[src/rtl/pred_sched_if.sv]
// pred_sched_if: request and one-hot predicate handshake bundle for pred_sched.
interface pred_sched_if #(
   parameter int PORT_COUNT = 2,
   parameter int REQ_COUNT  = 2
);
   localparam int IDX_WIDTH = PORT_COUNT > 1 ? $clog2(PORT_COUNT) : 1;
   logic [REQ_COUNT*IDX_WIDTH-1:0] s_req_tdata;
   logic [REQ_COUNT-1:0]           s_req_tvalid;
   logic [REQ_COUNT-1:0]           s_req_tready;
   logic [PORT_COUNT-1:0]          m_pred_tdata;
   logic                           m_pred_tvalid;
   logic                           m_pred_tready;
   modport master (
      output s_req_tdata, s_req_tvalid, m_pred_tready,
      input  s_req_tready, m_pred_tdata, m_pred_tvalid
   );
   modport slave (
      input  s_req_tdata, s_req_tvalid, m_pred_tready,
      output s_req_tready, m_pred_tdata, m_pred_tvalid
   );
endinterface

[src/rtl/pred_sched.sv]
// pred_sched: round-robin predicate scheduler with credit-based flow control toward a demux.
// Defining PRED_SCHED_STATS_EN adds stat_issued/stat_stall counters.
module pred_sched #(
   parameter  int PORT_COUNT = 2,
   parameter  int REQ_COUNT  = 2,
   parameter  int CREDIT_MAX = 8,
   localparam int IDX_WIDTH  = PORT_COUNT > 1 ? $clog2(PORT_COUNT) : 1,
   localparam int CRED_WIDTH = $clog2(CREDIT_MAX + 1)
) (
   input  logic                  clk,
   input  logic                  rst_n,
   pred_sched_if.slave           bus,
   input  logic                  done_pulse,
   output logic [CRED_WIDTH-1:0] credit_avail,
   output logic                  err_idx,
   output logic                  err_credit,
   input  logic                  err_clr
`ifdef PRED_SCHED_STATS_EN
   ,
   output logic [31:0]           stat_issued,
   output logic [31:0]           stat_stall
`endif
);
   localparam int REQ_W = REQ_COUNT > 1 ? $clog2(REQ_COUNT) : 1;
   localparam logic [REQ_W:0]          RC   = (REQ_W + 1)'(REQ_COUNT);
   localparam logic [IDX_WIDTH:0]      PC   = (IDX_WIDTH + 1)'(PORT_COUNT);
   localparam logic [CRED_WIDTH-1:0]   CMAX = CRED_WIDTH'(CREDIT_MAX);

   typedef enum logic [1:0] {IDLE, HOLD, NOCRED} state_t;

   state_t                 state, state_nx;
   logic [CRED_WIDTH-1:0]  credits;
   logic [REQ_W-1:0]       last, gnt;
   logic [REQ_W:0]         cand;
   logic [IDX_WIDTH-1:0]   sel;
   logic                   gnt_any, in_range, accept, issue, bad, hs, cred_zero, cred_full;

   // Walk from farthest to nearest so the requester right after the last grant wins.
   always_comb begin
      gnt     = '0;
      gnt_any = 1'b0;
      cand    = '0;
      for (int k = REQ_COUNT; k >= 1; k--) begin
         cand = {1'b0, last} + (REQ_W + 1)'(k);
         if (cand >= RC) cand = cand - RC;
         if (bus.s_req_tvalid[cand[REQ_W-1:0]]) begin
            gnt     = cand[REQ_W-1:0];
            gnt_any = 1'b1;
         end
      end
   end

   always_comb begin
      sel = '0;
      for (int r = 0; r < REQ_COUNT; r++)
         if (gnt == REQ_W'(r)) sel = bus.s_req_tdata[r*IDX_WIDTH +: IDX_WIDTH];
   end

   assign cred_zero    = credits == '0;
   assign cred_full    = credits == CMAX;
   assign in_range     = {1'b0, sel} < PC;
   assign accept       = state == IDLE && !cred_zero && gnt_any;
   assign issue        = accept && in_range;
   assign bad          = accept && !in_range;
   assign hs           = state == HOLD && bus.m_pred_tready;
   assign credit_avail = credits;

   always_ff @(posedge clk or negedge rst_n)
      if (!rst_n) state <= IDLE;
      else        state <= state_nx;

   always_comb begin
      state_nx = (state == IDLE) ? (issue ? HOLD : IDLE) :
                 (state == HOLD) ? (hs ? (cred_zero ? NOCRED : IDLE) : HOLD) :
                 (cred_zero ? NOCRED : IDLE);
   end

   // Ready is withheld during reset even though the grant logic is combinational.
   always_comb begin
      bus.s_req_tready = (rst_n && accept) ? REQ_COUNT'(1) << gnt : '0;
   end

   always_ff @(posedge clk or negedge rst_n)
      if (!rst_n) begin
         credits           <= CMAX;
         last              <= REQ_W'(REQ_COUNT - 1);
         bus.m_pred_tdata  <= '0;
         bus.m_pred_tvalid <= 1'b0;
         err_idx           <= 1'b0;
         err_credit        <= 1'b0;
      end else begin
         if (issue && !done_pulse)                   credits <= credits - CRED_WIDTH'(1);
         else if (done_pulse && !issue && !cred_full) credits <= credits + CRED_WIDTH'(1);
         if (accept) last <= gnt;
         if (issue) begin
            bus.m_pred_tdata  <= PORT_COUNT'(1) << sel;
            bus.m_pred_tvalid <= 1'b1;
         end else if (hs) bus.m_pred_tvalid <= 1'b0;
         err_idx    <= bad | (err_idx & ~err_clr);
         err_credit <= (done_pulse & ~issue & cred_full) | (err_credit & ~err_clr);
      end

`ifdef PRED_SCHED_STATS_EN
   always_ff @(posedge clk or negedge rst_n)
      if (!rst_n) begin
         stat_issued <= '0;
         stat_stall  <= '0;
      end else begin
         stat_issued <= stat_issued + 32'(hs);
         stat_stall  <= stat_stall + 32'(state == NOCRED || (state == HOLD && !bus.m_pred_tready));
      end
`endif
endmodule
[src/flat_wrapper.sv]
// flat-port wrapper written by rule: the top's interface ports become plain ports
module pred_sched_flat 
#(
   parameter  int PORT_COUNT = 2,
   parameter  int REQ_COUNT  = 2,
   parameter  int CREDIT_MAX = 8,
   localparam int IDX_WIDTH  = PORT_COUNT > 1 ? $clog2(PORT_COUNT) : 1,
   localparam int CRED_WIDTH = $clog2(CREDIT_MAX + 1)
)
  (clk, rst_n, done_pulse, credit_avail, err_idx, err_credit, err_clr, bus_s_req_tdata, bus_s_req_tvalid, bus_m_pred_tready, bus_s_req_tready, bus_m_pred_tdata, bus_m_pred_tvalid);
  pred_sched_if #(.PORT_COUNT(PORT_COUNT), .REQ_COUNT(REQ_COUNT)) bus_i ();
  input  logic clk;
  input  logic rst_n;
  input  logic done_pulse;
  output logic [CRED_WIDTH-1:0] credit_avail;
  output logic err_idx;
  output logic err_credit;
  input  logic err_clr;
  input wire logic [$bits(bus_i.s_req_tdata)-1:0] bus_s_req_tdata;
  input wire logic [$bits(bus_i.s_req_tvalid)-1:0] bus_s_req_tvalid;
  input wire logic [$bits(bus_i.m_pred_tready)-1:0] bus_m_pred_tready;
  output wire logic [$bits(bus_i.s_req_tready)-1:0] bus_s_req_tready;
  output wire logic [$bits(bus_i.m_pred_tdata)-1:0] bus_m_pred_tdata;
  output wire logic [$bits(bus_i.m_pred_tvalid)-1:0] bus_m_pred_tvalid;
  assign bus_i.s_req_tdata = bus_s_req_tdata;
  assign bus_i.s_req_tvalid = bus_s_req_tvalid;
  assign bus_i.m_pred_tready = bus_m_pred_tready;
  assign bus_s_req_tready = bus_i.s_req_tready;
  assign bus_m_pred_tdata = bus_i.m_pred_tdata;
  assign bus_m_pred_tvalid = bus_i.m_pred_tvalid;
  pred_sched #(.PORT_COUNT(PORT_COUNT), .REQ_COUNT(REQ_COUNT), .CREDIT_MAX(CREDIT_MAX)) u_core (.clk(clk), .rst_n(rst_n), .bus(bus_i), .done_pulse(done_pulse), .credit_avail(credit_avail), .err_idx(err_idx), .err_credit(err_credit), .err_clr(err_clr));
endmodule
[config.mk]
export PLATFORM = sky130hd
export DESIGN_NAME = pred_sched_flat
export DESIGN_NICKNAME = d
export VERILOG_FILES = /design/src/rtl/pred_sched_if.sv /design/src/rtl/pred_sched.sv /design/src/flat_wrapper.sv
export SDC_FILE = /design/constraint.sdc
export NUM_CORES = 1
export LEC_CHECK = 0
export BUFFER_PORTS_ARGS = -buffer_cell sky130_fd_sc_hd__buf_4
export CORE_MARGIN = 2
export CORE_UTILIZATION = 44
export CTS_BUF_LIST = sky130_fd_sc_hd__clkbuf_8
export CTS_CLUSTER_SIZE = 20
export DETAILED_ROUTE_END_ITERATION = 8
export GPL_TIMING_DRIVEN = 0
export PLACE_DENSITY_LB_ADDON = 0.12
export SYNTH_ARGS = -nofsm -noshare
export SYNTH_HDL_FRONTEND = slang
export SYNTH_SLANG_ARGS = --single-unit
[constraint.sdc]
create_clock -name clk -period 3.65 [get_ports clk]
set_input_delay 0.1825 -clock clk [delete_from_list [all_inputs] [get_ports clk]]
set_output_delay 0.1825 -clock clk [all_outputs]
set_load 0.005 [all_outputs]
==> metrics, run 1 <==
Tot GR Track Use between 15 and 20%; WL per Instance approximately 13 µm; Slew @ Worst Pin 0.579 ns; Max Clock Skew between 0.005 and 0.006 ns; worst endpoint required time ~3.8 ns; Placed Area 822 µm²; Peak VDD IR about 0.46 mV; synthesized area roughly 660 µm²; final hold vios 0; status finished, final reports clean; Slew headroom between 60% and 70%; CTS tree done; vias in the first global route roughly 540; met3 wire len 79 µm; Post-Synth XOR/XNOR Area 3.98%; simple-gate portion of the synthesized area about a quarter; worst hold path class input pin to register; CP endpoint kind register; CORE AREA between 0.001 and 0.0015 mm²; Metal-1 WL about 600 µm; EDFF count, synth 0; share of layout cells above drive strength 1 33.7%; largest net degree at the start of global routing 15; Synth Flop Type dfrtp_1; Seq/Total Area, Yosys a little under half; worst skew pair latency 0.24 ns; Setup Fix Bufs, Post-CTS 0; RSZ-0062 raised after global routing false; CTS sink count 12; vias per cell around 5.2; FP Rows 13; Top Layer Used met4; H-Tree Depth 1; count of final setup violators 0; CTS max path bufs 2; setup tns final 0 ns; critical path launch point type register; fillers approximately 130; Antenna diodes 0; Overflow after GRT 0; Non-Filler Instances approximately 110; placed cells between 100 and 150; slowest CP cell or4_4; DRT iter0 DRCs 9; Num CTS Buffers 3; port buffer count 19; first-pass GRT wire length roughly 2200 µm; WP data arrival about 2.3 ns; Syn. warnings 0; post-DP HPWL 998 µm; Fmax between 400 and 500 MHz; final net count 103; Compound-Gate Fraction of Synth Area ~15%; period utilisation layout roughly 61%; CTS root buffer clkbuf_8; initial antenna violation count 0; Initial Util between 40% and 50%; asr flop ratio synth 100%; die area about 0.0018 mm²; Crit path largest cell delay a little under 0.5 ns; Avg Cell Area, Syn just under 10 µm²; CP Max Fanout 8; via count ~560; max cap viols 0; adder and majority gate portion of the synthesized area 1.89%; syn_nets about 80; Power Density 781 mW/mm²; cell family with most CP delay simple AND/OR/NAND/NOR gates; routability cong. roughly 0.82; crit path time final between 2 and 2.5 ns; Die H about 43 µm; P&R area growth vs syn 32.8%; WL final about 1300 µm; ANT nets after route 0; Slew Limit Fails 0; # DRC 0; P_leak ~0.00041 µW; Die Wd approximately 43 µm; routed wl met2 639 µm; Setup WS pre-CTS about 1.4 ns; FF+latch count, synth 12; post-synth cell types 32; iteration count of the initial detailed-routing pass 4; Design Area, Final about 880 µm²; Cells after Synth 68; worst path bufs/invs 1; final worst slack around 1.4 ns; main combinational cell family by area after synthesis simple AND/OR/NAND/NOR gates; mux share of post-synthesis cell area ~1.5%; Worst-path clk slew roughly 0.05 ns; Setup CP Type register to register; I/O pins 20; worst path cell trace buf_6 -> or4_4 -> nand3_1 -> nor2_1 -> xor2_1 -> ha_1 -> nor4b_1 -> a221oi_2
-- report_power, final --
group / switching, µW / internal, µW
registers: 50.0 / 191
clock network: 44.5 / 73.7
logic: 151 / 175
total: 246 / 440
-- final timing paths --
path | start | endpoint | slack [ns] | cells past startpoint
setup / recovery | u_core.credit_avail[1] | u_core.credit_avail[2] | 1.42 | 8
hold / removal | err_clr | u_core.err_idx | 0.11 | 2
setup reg to reg | u_core.credit_avail[1] | u_core.credit_avail[2] | 1.42 | 8
hold reg to reg | u_core.last | u_core.last | 0.46 | 2
max in group asynchronous | rst_n | u_core.last | 3.09 | 2
min in group asynchronous | rst_n | u_core.bus.m_pred_tdata[0] | 0.32 | 2
-- cells in the mapped netlist, types with 2 or more instances --
| master | count | share of area (%) |
|---|---|---|
| dfrtp_1 | 10 | 38 |
| nand2_1 | 7 | 4.0 |
| nor2_1 | 5 | 2.8 |
| a21oi_1 | 4 | 3.0 |
| nand3_1 | 4 | 3.0 |
| o21ai_0 | 4 | 3.0 |
| inv_1 | 3 | 1.7 |
| nor3_1 | 3 | 2.3 |
| buf_6 | 2 | 3.4 |
| dfstp_2 | 2 | 8.0 |
| o22ai_1 | 2 | 1.9 |
| xor2_1 | 2 | 2.7 |
-- cell families after synthesis --
family / Yosys count
AND/OR/NAND/NOR: 30
AO/OA/AOI/OAI: 15
flip-flops: 12
buffers and inverters: 6
XOR/XNOR: 3
multiplexers: 1
adder cells (fa/ha/maj): 1
-- sequential cells by signal, indices dropped and copies added, names as in the netlist --
| register | count |
|---|---|
| u_core.credit_avail | 4 |
| u_core.err_credit | 1 |
| u_core.last | 1 |
| u_core.bus.m_pred_tvalid | 1 |
| u_core.state | 2 |
| u_core.bus.m_pred_tdata | 2 |
| u_core.err_idx | 1 |
-- what timing repair did --
| item | 4_1_cts | 5_1_grt |
|---|---|---|
| hold buffers | 1 | 0 |
| endpoints found under the hold margin | 12 | 0 |
| resized for setup | 0 | 0 |
-- layer usage --
metal / up-vias / GRT usage [%]
met4: 0 / 3.75
met3: 2 / 6.38
met5: - / 0
met2: 15 / 27.0
li1: 290 / -
met1: 252 / 19.6
-- cells in the final DEF (no fill, tap or decap), types with 2 or more instances in the layout --
| master | synthesis | layout |
|---|---|---|
| buf_4 | 0 | 19 |
| dfrtp_1 | 10 | 10 |
| nand2_1 | 7 | 7 |
| nor2_1 | 5 | 5 |
| nand3_1 | 4 | 4 |
| o21ai_0 | 4 | 4 |
| a21oi_1 | 4 | 4 |
| inv_1 | 3 | 4 |
| nor3_1 | 3 | 3 |
| clkbuf_8 | 0 | 3 |
| buf_6 | 2 | 2 |
| xor2_1 | 2 | 2 |
| o22ai_1 | 2 | 2 |
| dfstp_2 | 2 | 2 |
-- area by class of cell --
cell class / instances / area [µm²] / area share [%]
plain buffers: 3 / 26.3 / 3.00
clock buffers: 3 / 41.3 / 4.71
clock inverters: 1 / 3.75 / 0.428
inverters: 3 / 11.3 / 1.28
multi-input cells: 50 / 320 / 36.5
flip-flops and latches: 12 / 303 / 34.5
well taps: 15 / 18.8 / 2.14
repair buffers: 20 / 153 / 17.4
-- through the flow --
step	hold slack (ns)	util [%]	total power, µW
floorplan	-0.113	-	453
global placement	0.0347	60.9	557
detailed placement	0.0340	60.9	568
CTS	0.102	65.0	692
global route	0.111	65.0	738
finish	0.106	65.0	685
-- worst reg2reg max path: stages (launching register included) --
cell and delay [ns]:
dfrtp_1 0.38, buf_6 0.14, or4_4 0.50, nand3_1 0.20, nor2_1 0.08, xor2_1 0.16
ha_1 0.23, nor4b_1 0.32, a221oi_2 0.11
No activity file was read; power rests on OpenSTA's default activity.
==> run 2, diff against run 1 <==
ABC_AREA = 1   (was unset)
clock period = 1.9 ns   (was 3.65 ns; I/O delays follow)
==> run 2 against run 1 <==
Area after synthesis grew 6.4%. Critical endpoint unchanged. Combinational power grew 120%. Routed wire length grew 3.6%. Sequential share of layout area shrank 1.5 points. Largest power group unchanged. Synthesized cell count grew 26%.
==> metrics, run 2 <==
status finished, final reports clean (unchanged); port buffer count 19 (unchanged); total power 1420 µW (was 685 µW); Setup Fix Bufs, Post-CTS 0 (unchanged); Num CTS Buffers 3 (unchanged); final hold vios 0 (unchanged); worst path bufs/invs 2 (was 1); RSZ-0062 raised after global routing false (unchanged); WP data arrival 1.84 ns (was 2.34 ns); FF+latch count, synth 12 (unchanged); initial antenna violation count 0 (unchanged); I/O pins 20 (unchanged); H-Tree Depth 1 (unchanged); P&R area growth vs syn 30.4% (was 32.8%); Cells after Synth 86 (was 68); P_leak 0.000508 µW (was 0.000413 µW); Tot GR Track Use 16.9% (was 16.2%); most common library cells after synthesis 20 x nand2_1, 15 x inv_1, 10 x dfrtp_1 (was 10 x dfrtp_1, 7 x nand2_1, 5 x nor2_1); Slew @ Worst Pin 0.243 ns (was 0.579 ns); Initial Util 46.7% (was 48.9%); CTS sink count 12 (unchanged); most common cell in the netlist nand2_1 (was dfrtp_1); largest net degree at the start of global routing 14 (was 15); worst skew pair latency 0.24 ns (about the same); Crit path largest cell delay 0.58 ns (was 0.49 ns); Peak VDD IR 0.680 mV (was 0.459 mV); Avg Cell Area, Syn 8.18 µm² (was 9.72 µm²); syn_nets 96 (was 78); critical path launch point type register (unchanged); period utilisation layout 90.4% (was 61.2%); synthesized area 703 µm² (was 661 µm²); post-DP HPWL 1050 µm (was 998 µm); worst endpoint required time 2.02 ns (was 3.76 ns); CP endpoint kind register (unchanged); Slew headroom 83.6% (was 61.1%); Synth Flop Type dfrtp_1 (unchanged); WL per Instance 11.1 µm (was 12.5 µm); Seq pwr share 33.1% (was 35.1%); ANT nets after route 0 (unchanged); post-synth cell types 22 (was 32); Sw Share 41.6% (was 35.9%); logic gate share of total power 50.5% (was 47.6%); Setup CP Type register to register (unchanged); most frequent cells in the layout 20 x nand2_1, 19 x buf_4, 15 x inv_1, 10 x dfrtp_1, 7 x nor2_1 (was 19 x buf_4, 10 x dfrtp_1, 7 x nand2_1, 5 x nor2_1); worst path cell trace nor2_2 -> nand2_4 -> nand4_2 -> nand2_1 -> inv_2 -> ha_1 -> inv_1 -> nand2_1 -> xor2_1 -> a21oi_1 (was buf_6 -> or4_4 -> nand3_1 -> nor2_1 -> xor2_1 -> ha_1 -> nor4b_1 -> a221oi_2); Syn. warnings 0 (unchanged); CP Max Fanout 5 (was 8); Antenna diodes 0 (unchanged); CTS root buffer clkbuf_8 (unchanged); share of layout cells above drive strength 1 33.0% (was 33.7%); DRT iter0 DRCs 4 (was 9); dominant cells by area after synthesis dfrtp_1 36%, nand2_1 11%, inv_1 8.0%, dfstp_2 7.5%, nor2_1 3.7% (was dfrtp_1 38%, dfstp_2 8.0%, nand2_1 4.0%, buf_6 3.4%, a21oi_1 3.0%); vias in the first global route 573 (was 535); EDFF count, synth 0 (unchanged); Slew Limit Fails 0 (unchanged); Worst-path clk slew 0.05 ns (about the same); Die H 44.0 µm (was 42.8 µm); max reg flops 4 (unchanged); routability cong. 0.808 (was 0.820); cell family with most CP delay flip-flops (was simple AND/OR/NAND/NOR gates); # hold bufs at CTS 1 (unchanged); worst hold path class input pin to register (unchanged); count of final setup violators 0 (unchanged); max cap viols 0 (unchanged); leading area contributor after synthesis dfrtp_1 (unchanged); Max Clock Skew 0.00223 ns (was 0.00521 ns); crit path time final 1.72 ns (was 2.23 ns); iteration count of the initial detailed-routing pass 4 (unchanged); Die Wd 44.0 µm (was 42.8 µm); CORE AREA 0.00151 mm² (was 0.00135 mm²); Post-CTS Resized 0 (unchanged); CTS max path bufs 2 (unchanged); final net count 121 (was 103); die area 0.00193 mm² (was 0.00183 mm²); # DRC 0 (unchanged); Crit path top cell by count nand2_1; first-pass GRT wire length 2360 µm (was 2230 µm); Power Density 1550 mW/mm² (was 781 mW/mm²); Fmax 582 MHz (was 447 MHz); commonest non-fill, non-tap cell in the layout nand2_1 (was buf_4); NetSw 592 µW (was 246 µW); CTS tree done (unchanged); Pint 831 µW (was 440 µW); FP Rows 14 (was 13); asr flop ratio synth 100% (unchanged); share of the synthesized area in the top cell type 35.6% (was 37.9%); slowest CP cell dfstp_2 (was or4_4); vias per cell 4.94 (was 5.22); Clk pwr share 16.4% (was 17.3%); setup tns final 0 ns (unchanged); WL final 1390 µm (was 1340 µm); Seq/Total Area, Yosys 43.1% (was 45.8%); via count 618 (was 559); Overflow after GRT 0 (unchanged)
[run 2: path summary, 6_finish.rpt]
check	slack (ns)	end	startpoint	cells past startpoint
worst max-delay path	0.18	u_core.credit_avail[2]	u_core.credit_avail[3]	10
worst min-delay path	0.005	u_core.err_idx	err_clr	2
worst max register to register	0.18	u_core.credit_avail[2]	u_core.credit_avail[3]	10
worst min register to register	0.47	u_core.last	u_core.last	2
max in group asynchronous	1.43	u_core.credit_avail[3]	rst_n	2
min in group asynchronous	0.24	u_core.state[1]	rst_n	2
[run 2: cell families after synthesis]
kind of cell               count (synthesis)  share of synthesized area (%)
AOI/OAI and AO/OA                          9                           7.65
xor gates and xnor gates                   3                           3.74
adders and majority gates                  1                           1.78
buffers and inverters                     16                           8.54
DFF                                       12                           43.1
and+or+nand+nor                           45                           35.2
[run 2: per-stage QoR]
stage          utilization, %  hold WS, ns  std cells  setup slack, ns  area [µm²]
2_1_floorplan               -       -0.201         86            0.328         703
3_3_place_gp             57.5      -0.0561        121            0.247         866
3_5_place_dp             57.5      -0.0546        121            0.227         866
4_1_cts                  60.9      0.00211        125            0.182         917
5_1_grt                  60.9       0.0161        125           0.0387         917
6_report                 60.9      0.00512        125            0.183         917
[run 2: cell type report]
class	count	area, µm²
Inverter	16	60.1
Timing Repair Buffer	20	153
Multi-Input combinational cell	58	340
Clock buffer	3	41.3
Fill cell	135	589
Sequential cell	12	303
Tap cell	16	20.0
[run 2: power groups by stage]
stage	Sequential [µW]	Clock (µW)	Combinational (µW)
detailed placement	476	0	715
CTS	472	241	727
global placement	473	0	704
finish	471	234	719
floorplan	469	0	486
global route	489	246	810
[run 2: worst reg2reg max path, cell delays in order (launching register included)]
cell and delay, ns:
dfstp_2 0.58, nor2_2 0.07, nand2_4 0.12, nand4_2 0.15, nand2_1 0.13, inv_2 0.05, ha_1 0.16, inv_1 0.05
nand2_1 0.05, xor2_1 0.16, a21oi_1 0.08
[run 2: routing by layer]
layer  GRT usage, %  vias to the layer above  share of wire, %
li1               -                      315                 -
met1           21.9                      284                46
met2           25.9                       14                46
met3           3.75                        5               5.0
met4           9.09                        0               2.7
met5              0                        -                 0
